`config.mk`:
```
export PLATFORM = sky130hd
export DESIGN_NAME = instr_fetch_flat
export DESIGN_NICKNAME = d
export VERILOG_FILES = /design/src/rtl/instr_fetch_if.sv /design/src/rtl/instr_fetch.sv /design/src/flat_wrapper.sv
export SDC_FILE = /design/constraint.sdc
export NUM_CORES = 1
export LEC_CHECK = 0
export CORE_ASPECT_RATIO = 1.25
export CORE_UTILIZATION = 50
export DETAILED_ROUTE_END_ITERATION = 16
export PLACE_DENSITY = 0.89
export SLEW_MARGIN = 25
export SYNTH_ARGS = -nofsm -noshare
export SYNTH_HDL_FRONTEND = slang
export SYNTH_SLANG_ARGS = --single-unit
```
`constraint.sdc`:
```
create_clock -name clk -period 3.4 [get_ports clk]
set_input_delay 0.34 -clock clk [delete_from_list [all_inputs] [get_ports clk]]
set_output_delay 0.34 -clock clk [all_outputs]
set_load 0.1 [all_outputs]
```
`src/rtl/instr_fetch_if.sv`:
```
// Fetch-stage bus: ROM address/data, downstream valid/ready handshake,
// jump redirect and halt control.
interface instr_fetch_if #(
    parameter int unsigned ADDR_WIDTH = 11,
    parameter int unsigned DATA_WIDTH = 16
);
    logic [ADDR_WIDTH-1:0] rom_addr;
    logic [DATA_WIDTH-1:0] rom_data;
    logic [DATA_WIDTH-1:0] instr;
    logic [ADDR_WIDTH-1:0] instr_pc;
    logic                  instr_valid;
    logic                  instr_ready;
    logic                  jump_en;
    logic [ADDR_WIDTH-1:0] jump_addr;
    logic                  halt;
    logic                  halted;

    modport master (
        output rom_addr, instr, instr_pc, instr_valid, halted,
        input  rom_data, instr_ready, jump_en, jump_addr, halt
    );

    modport slave (
        input  rom_addr, instr, instr_pc, instr_valid, halted,
        output rom_data, instr_ready, jump_en, jump_addr, halt
    );
endinterface

```
`src/rtl/instr_fetch.sv`:
```
// Instruction fetch stage: drives PC to a synchronous ROM, buffers returned
// words in a 2-entry FIFO and hands them downstream on valid/ready.
module instr_fetch #(
    parameter int unsigned           ADDR_WIDTH = 11,
    parameter int unsigned           DATA_WIDTH = 16,
    parameter logic [ADDR_WIDTH-1:0] RESET_PC   = '0
) (
    input  logic           clk,
    input  logic           rst,
    instr_fetch_if.master  bus
);

    typedef enum logic [1:0] {
        RUN,
        DRAIN,
        HALTED
    } state_e;

    state_e                state_q, state_d;
    logic [ADDR_WIDTH-1:0] pc_q, pc_d;
    logic                  inflight_q, inflight_d;
    logic [ADDR_WIDTH-1:0] inflight_pc_q, inflight_pc_d;
    logic [1:0]            count_q, count_d;
    logic [DATA_WIDTH-1:0] data0_q, data0_d, data1_q, data1_d;
    logic [ADDR_WIDTH-1:0] pc0_q, pc0_d, pc1_q, pc1_d;

    logic       pop;
    logic       room;
    logic       issue;
    logic       capture;
    logic [2:0] occupancy;

    // Room exists if buffered plus in-flight words leave a free slot, or a
    // pop this cycle frees one by the time the new word returns.
    always_comb begin
        pop       = (count_q != 2'd0) && bus.instr_ready;
        occupancy = {1'b0, count_q} + {2'b00, inflight_q};
        room      = (occupancy < 3'd2) || pop;
        issue     = (state_q == RUN) && !bus.halt && !bus.jump_en && room;
        capture   = inflight_q && !bus.jump_en;
    end

    always_comb begin
        pc_d          = pc_q;
        inflight_d    = issue;
        inflight_pc_d = inflight_pc_q;
        if (bus.jump_en) begin
            pc_d = bus.jump_addr;
        end else if (issue) begin
            pc_d          = pc_q + 1'b1;
            inflight_pc_d = pc_q;
        end
    end

    always_comb begin
        logic [1:0] cnt;
        cnt     = count_q;
        data0_d = data0_q;
        data1_d = data1_q;
        pc0_d   = pc0_q;
        pc1_d   = pc1_q;
        count_d = count_q;
        if (bus.jump_en) begin
            count_d = '0;
        end else begin
            if (pop) begin
                data0_d = data1_q;
                pc0_d   = pc1_q;
                cnt     = cnt - 2'd1;
            end
            if (capture) begin
                if (cnt == 2'd0) begin
                    data0_d = bus.rom_data;
                    pc0_d   = inflight_pc_q;
                end else begin
                    data1_d = bus.rom_data;
                    pc1_d   = inflight_pc_q;
                end
                cnt = cnt + 2'd1;
            end
            count_d = cnt;
        end
    end

    always_comb begin
        state_d = state_q;
        unique case (state_q)
            RUN: begin
                if (bus.halt) begin
                    state_d = (inflight_q || (!bus.jump_en && room)) ? DRAIN : HALTED;
                end
            end
            DRAIN: begin
                if (!inflight_q) begin
                    state_d = HALTED;
                end
            end
            HALTED: begin
                if (!bus.halt) begin
                    state_d = RUN;
                end
            end
            default: state_d = RUN;
        endcase
    end

    always_ff @(posedge clk) begin
        if (rst) begin
            state_q       <= RUN;
            pc_q          <= RESET_PC;
            inflight_q    <= 1'b0;
            inflight_pc_q <= '0;
            count_q       <= '0;
            data0_q       <= '0;
            data1_q       <= '0;
            pc0_q         <= '0;
            pc1_q         <= '0;
        end else begin
            state_q       <= state_d;
            pc_q          <= pc_d;
            inflight_q    <= inflight_d;
            inflight_pc_q <= inflight_pc_d;
            count_q       <= count_d;
            data0_q       <= data0_d;
            data1_q       <= data1_d;
            pc0_q         <= pc0_d;
            pc1_q         <= pc1_d;
        end
    end

    assign bus.rom_addr    = pc_q;
    assign bus.instr       = data0_q;
    assign bus.instr_pc    = pc0_q;
    assign bus.instr_valid = (count_q != 2'd0);
    assign bus.halted      = (state_q == HALTED);

endmodule

```
`src/flat_wrapper.sv`:
```
// flat-port wrapper written by rule: the top's interface ports become plain ports
module instr_fetch_flat 
#(
    parameter int unsigned           ADDR_WIDTH = 11,
    parameter int unsigned           DATA_WIDTH = 16,
    parameter logic [ADDR_WIDTH-1:0] RESET_PC   = '0
)
  (clk, rst, bus_rom_addr, bus_instr, bus_instr_pc, bus_instr_valid, bus_halted, bus_rom_data, bus_instr_ready, bus_jump_en, bus_jump_addr, bus_halt);
  instr_fetch_if #(.ADDR_WIDTH(ADDR_WIDTH), .DATA_WIDTH(DATA_WIDTH)) bus_i ();
  input  logic clk;
  input  logic rst;
  output wire logic [$bits(bus_i.rom_addr)-1:0] bus_rom_addr;
  output wire logic [$bits(bus_i.instr)-1:0] bus_instr;
  output wire logic [$bits(bus_i.instr_pc)-1:0] bus_instr_pc;
  output wire logic [$bits(bus_i.instr_valid)-1:0] bus_instr_valid;
  output wire logic [$bits(bus_i.halted)-1:0] bus_halted;
  input wire logic [$bits(bus_i.rom_data)-1:0] bus_rom_data;
  input wire logic [$bits(bus_i.instr_ready)-1:0] bus_instr_ready;
  input wire logic [$bits(bus_i.jump_en)-1:0] bus_jump_en;
  input wire logic [$bits(bus_i.jump_addr)-1:0] bus_jump_addr;
  input wire logic [$bits(bus_i.halt)-1:0] bus_halt;
  assign bus_rom_addr = bus_i.rom_addr;
  assign bus_instr = bus_i.instr;
  assign bus_instr_pc = bus_i.instr_pc;
  assign bus_instr_valid = bus_i.instr_valid;
  assign bus_halted = bus_i.halted;
  assign bus_i.rom_data = bus_rom_data;
  assign bus_i.instr_ready = bus_instr_ready;
  assign bus_i.jump_en = bus_jump_en;
  assign bus_i.jump_addr = bus_jump_addr;
  assign bus_i.halt = bus_halt;
  instr_fetch #(.ADDR_WIDTH(ADDR_WIDTH), .DATA_WIDTH(DATA_WIDTH), .RESET_PC(RESET_PC)) u_core (.clk(clk), .rst(rst), .bus(bus_i));
endmodule
```
Yosys cells after proc, flatten, opt, wreduce, memory -nomap -nowiden

Cells that the tools add are included.

Magnitude comparators: 1
Multiplexer cells: 16
Add/sub/neg operators: 4
Bitwise gates (word level): 2
Eq/ne operators: 5
Reduce and logical (&&, ||, !) cells: 18

Operator list:

| kind                    | number |
|---|---|
| $mux W11                | 5 |
| $mux W16                | 3 |
| $mux W2                 | 7 |
| $add A11 B1 Y11 const B | 1 |
| $logic_and A1 B1 Y1     | 6 |
| $ne A2 B2 Y1 const B    | 3 |
| $pmux W2 S3             | 1 |
| $reduce_and A3 Y1       | 2 |
| $logic_not A2 Y1        | 2 |
| $reduce_bool A2 Y1      | 2 |
| $add A2 B1 Y3           | 1 |
| $lt A3 B2 Y1 const B    | 1 |
| $add A2 B1 Y2 const B   | 1 |
| $eq A2 B1 Y1 const B    | 1 |
| $eq A2 B2 Y1 const B    | 1 |
| $logic_not A1 Y1        | 2 |
| $logic_or A1 B1 Y1      | 2 |
| $not A1 Y1              | 2 |
| $reduce_and A2 Y1       | 1 |
| $reduce_or A2 Y1        | 1 |
| $sub A2 B1 Y2 const B   | 1 |

Output and inout bits: 40
Flip-flop bits (word level): 81
Bits of input ports: 32
Word-level logic and storage cells: 55

Depth between registers and ports, before layout

Depth after elaboration: 8
Depth in mapped cells: 12
Depth with buffers taken out: 10

Worst setup path after synthesis

OpenSTA, ideal clock, no wires.

Kind: reg-to-reg
Start: register u_core.count_q[0]
End: register u_core.data0_q[15], in the netlist u_core.bus.instr[15]
Path slack: 0.646 ns
Clock period less this slack: 2.754 ns
Library setup time: 0.086 ns
Path buffers: 2
Required time: 3.314 ns
Stages on the path, launching flop included: 13
Arrival time: 2.668 ns
Cells stage by stage: dfxtp_1 inv_1 ha_1 inv_1 and3_1 a21o_1 ha_1 and3b_1 clkbuf_1 clkbuf_1 or3_1 o21ai_0 a211oi_1

Word-level cells in the longest chain between the ends: 7
Elaborated cells between the ends (all ways): 9
Classes of those cells: 1 x add/sub; 5 x mux; 3 x reduce/logical

RTL lines:

| element                 | RTL line           | source |
|---|---|---|
| start, declared         | instr_fetch.sv:23  | `logic [1:0] count_q, count_d;` |
| start signal, assigned  | instr_fetch.sv:123 | `count_q <= count_d;` |
| $reduce_bool A2 Y1 (*)  | -                  |  |
| via bus_instr_valid     | flat_wrapper.sv:15 | `output wire logic [$bits(bus_i.instr_valid)-1:0] bus_instr_valid;` |
| $logic_and A1 B1 Y1 (*) | instr_fetch.sv:36  | `pop = (count_q != 2'd0) && bus.instr_ready;` |
| $mux W2                 | instr_fetch.sv:66  | `if (pop) begin` |
| $mux W2                 | instr_fetch.sv:63  | `if (bus.jump_en) begin` |
| $logic_not A2 Y1        | instr_fetch.sv:72  | `if (cnt == 2'd0) begin` |
| $mux W16                | instr_fetch.sv:72  |  |
| $mux W16 (*)            | instr_fetch.sv:71  | `if (capture) begin` |
| end signal, assigned    | instr_fetch.sv:124 | `data0_q <= data0_d;` |
| end, declared           | instr_fetch.sv:24  | `logic [DATA_WIDTH-1:0] data0_q, data0_d, data1_q, data1_d;` |

Mark *: on every way through the listed nets, which the timed path passes. The rest lies on a longest branch. The select of a mux whose other input is x is not followed.
A chain may end at the register's enable or synchronous reset.

Worst setup path after layout

Start: register u_core.count_q[0]
End: register u_core.data1_q[3]

Word-level cells in the longest chain between the ends: 7
Elaborated cells between the ends (all ways): 8
Classes of those cells: 1 x add/sub; 2 x mux; 1 x bitwise; 4 x reduce/logical

RTL lines:

| element                                               | RTL line           | source |
|---|---|---|
| branches (longest 2 deep; another with $sub A2 B1 Y2) | -                  |  |
| $mux W2 (*)                                           | instr_fetch.sv:66  |  |
| $mux W2 (*)                                           | instr_fetch.sv:63  |  |
| $logic_not A2 Y1 (*)                                  | instr_fetch.sv:72  |  |
| $not A1 Y1 (no source line) (*)                       | -                  |  |
| $reduce_and A3 Y1 (no source line) (*)                | -                  |  |
| end signal, assigned                                  | instr_fetch.sv:125 | `data1_q <= data1_d;` |
| end, declared                                         | instr_fetch.sv:24  |  |

Every way passes the cells marked *. The select of a mux whose other input is x is not followed.

==> metrics <==
Inserted Clock Buffers=9; min cycle time layout=2.742 ns; Arr. time, crit path=3.01 ns; global placement routability congestion=0.7671; Pwr Total=2.010 mW; Overflow after GRT=0; CP Class=reg -> reg; final WL=8358 um; first-pass GRT wire length=14340 um; worst slew pin tran=0.9812 ns; Hold Path Depth=2; width of the die=76.06 um; Port Buffers=71; Slew HR=34.38%; total negative slack=0 ns; register bit total from synthesis=81; status=completed; CTS Root Cell=clkbuf_8; fraction of layout cells with a size suffix above 1=5.112%; Synth Area per Inst=7.936 um2; pre-CTS WS=0.5541 ns; Final ANT Viol Nets=0; Netlist cell types=36; fill cell count=565; hold path startpoint=u_core.data1_q[1]$_SDFFE_PP0P_; # setup viols final=0; Setup Buffers After CTS=0; core area=6606 um2; Critical path origin=u_core.count_q[0]$_SDFF_PP0_; R2R depth=9; final cell utilization of the core=65.44%; CTS tree=done; Mapped Cells=432; Worst-path clk slew=0.07 ns; Post-Syn Nets=467; Resize count post-CTS=0; f_max=364.7 MHz; initial antenna violation count=0; reg2reg setup slack=0.66 ns; H-tree depth=3; Final Instance Count excl. Fillers=576; Worst Path Required=3.67 ns; Initial Utilization=51.89%; Max Clock Skew=0.005148 ns; CTS Hold Bufs=0; synthesized cell area=3428 um2; Placement Cell Area=4173 um2; final setup margin=0.6580 ns; WP buf/inv=2; DRC=0; Largest stage delay, worst path=0.79 ns; P per Cell Area=464.9 nW/um2; HP Class=reg -> reg; Peak VDD IR=0.2951 mV; CP max-delay cell=and3_1; Largest delay share family, worst path=simple AND/OR/NAND/NOR gates; Worst Hold Margin=0.4508 ns; clk buf depth=2; vias in the first global route=3187; row count=33; Reg-to-Reg End=u_core.data1_q[3]$_SDFFE_PP0P_; height of the chip=94.58 um; largest net degree at the start of global routing=43; RSZ-0062 raised after global routing=false; IO Count=72; # diodes=0; DP HPWL=5332 um; DRT Pass-1 Iters=5; Crit. End Element=flip-flop; Hold Path End=u_core.data1_q[1]$_SDFFE_PP0P_; LEAKAGE=1.404 nW; Total GRT Usage=24.89%; synth warn=0; post-route cell area=4323 um2; post-synthesis sequential area ratio=47.30%; Worst-Skew Late Latency=0.35 ns; DP Cell Count=563; Max Slew Vio Count=0; Critical Path Source Type=flip-flop; max_cap viols=0; Vias/cell=5.734; area added between synthesis and finish=26.10%; vias=3303; worst r2r src=u_core.count_q[0]$_SDFF_PP0_; Die ar.=7194 um2; nets=522; wire per inst=14.51 um; CTS sink count=81; Max Fanout on Critical Path=27; DR iter-0 viols=265; final period utilization=80.65%; critical path, cell by cell=inv_1, ha_1, nand2b_1, xnor2_1, ha_1, inv_1, and3_1, nand2_1, a21oi_1; Hold Fails Final Rpt=0
-- logic make-up (layout without fill, tap and decap cells) --
kind of cell / count (synthesis) / after routing / synth area share (%)
DFF: 81 / 81 / 47.30
adders and majority gates: 3 / 3 / 1.095
buffers and inverters: 43 / 100 / 4.781
xor gates and xnor gates: 5 / 5 / 1.277
and+or+nand+nor: 179 / 179 / 23.61
AOI/OAI and AO/OA: 121 / 121 / 21.93
-- Yosys cell counts --
library cell	number	area, um2
a31oi_1	6	37.54
nand2b_1	1	6.260
or4_1	2	15.01
nand3_1	7	35.03
a21oi_1	43	215.2
nor4_1	1	6.260
and4_1	1	8.760
dfxtp_1	81	1622
o311ai_0	2	17.52
nor3b_1	2	15.01
inv_1	8	30.03
or3b_2	2	17.52
a311oi_1	4	35.03
nor2_1	33	123.9
and3_1	2	12.51
a211oi_2	1	12.51
a32oi_1	2	17.52
a21o_1	3	22.52
or3_1	28	175.2
nand4_1	2	12.51
and3b_1	1	8.760
o21ai_0	24	120.1
a22oi_1	1	7.510
xnor2_1	5	43.79
or2_2	1	6.260
buf_1	3	11.26
nor3_1	1	5.000
a211o_1	2	17.52
nand2_1	93	349.1
nor2b_1	2	12.51
a2111oi_0	1	8.760
o211ai_1	2	15.01
buf_2	2	10.01
clkbuf_1	30	112.6
ha_1	3	37.54
a211oi_1	30	225.2
-- cells in the final DEF, fill, tap and decap left out, types with 2 or more instances in the layout --
| master | n |
|---|---|
| nand2_1 | 93 |
| dfxtp_1 | 81 |
| clkdlybuf4s50_1 | 70 |
| a21oi_1 | 42 |
| nor2_1 | 33 |
| a211oi_1 | 30 |
| or3_1 | 28 |
| o21ai_0 | 24 |
| clkbuf_8 | 10 |
| inv_1 | 8 |
| buf_4 | 8 |
| nand3_1 | 7 |
| a31oi_1 | 6 |
| xnor2_1 | 5 |
| a311oi_1 | 4 |
| a21o_1 | 3 |
| ha_1 | 3 |
| and3_1 | 2 |
| nor2b_1 | 2 |
| a211o_1 | 2 |
| nand4_1 | 2 |
| o311ai_0 | 2 |
| or4_1 | 2 |
| a32oi_1 | 2 |
| o211ai_1 | 2 |
| nor3b_1 | 2 |
| or3b_2 | 2 |
| clkbuf_1 | 2 |
-- sequential cells by signal, summed over array words and instances (netlist names) --
name,flops
u_core.state_q,2
u_core.bus.rom_addr,11
u_core.inflight_q,1
u_core.bus.instr,16
u_core.data1_q,16
u_core.inflight_pc_q,11
u_core.bus.instr_pc,11
u_core.pc1_q,11
u_core.count_q,2
-- tightest hold or removal path: stages, from the launching register on --
cell,delay [ns]
dfxtp_1,0.31
nand2_1,0.05
a21oi_1,0.05
-- worst max path at each step --
stage / endpoint / slack (ns) / depth (start not counted)
6_report: u_core.data1_q[3]$_SDFFE_PP0P_ / 0.66 / 9
5_1_grt: u_core.data1_q[0]$_SDFFE_PP0P_ / 0.33 / 9
4_1_cts: u_core.data1_q[3]$_SDFFE_PP0P_ / 0.66 / 9
3_5_place_dp: u_core.data1_q[10]$_SDFFE_PP0P_ / 0.55 / 8
3_3_place_gp: u_core.pc1_q[1]$_SDFFE_PP0P_ / 0.70 / 8
2_1_floorplan: u_core.bus.instr[15]$_SDFFE_PP0N_ / 0.65 / 12
-- routing by layer --
metal / part of all wire [%] / vias up / global-route usage (%)
met5: 0 / - / 0
met1: 41 / 1552 / 28.45
li1: - / 1621 / -
met4: 1.3 / 0 / 10.10
met2: 52 / 119 / 45.76
met3: 5.5 / 11 / 4.831
-- where the power goes --
group          internal, mW  total, mW  switching, mW
Sequential            0.981       1.01         0.0315
Clock                 0.272      0.579          0.306
Combinational         0.121      0.418          0.298
Total                  1.37       2.01          0.635
-- final cells by class --
cell class              count  area, um2  area share [%]
inverters                   8      30.03          0.6946
well taps                  87      108.9           2.518
repair buffers             79      765.7           17.71
clock buffers              12      145.1           3.357
clock inverters             1      5.005          0.1158
flip-flops and latches     81       1622           37.51
multi-input cells         308       1647           38.09
(Power assumes the default switching activity.)
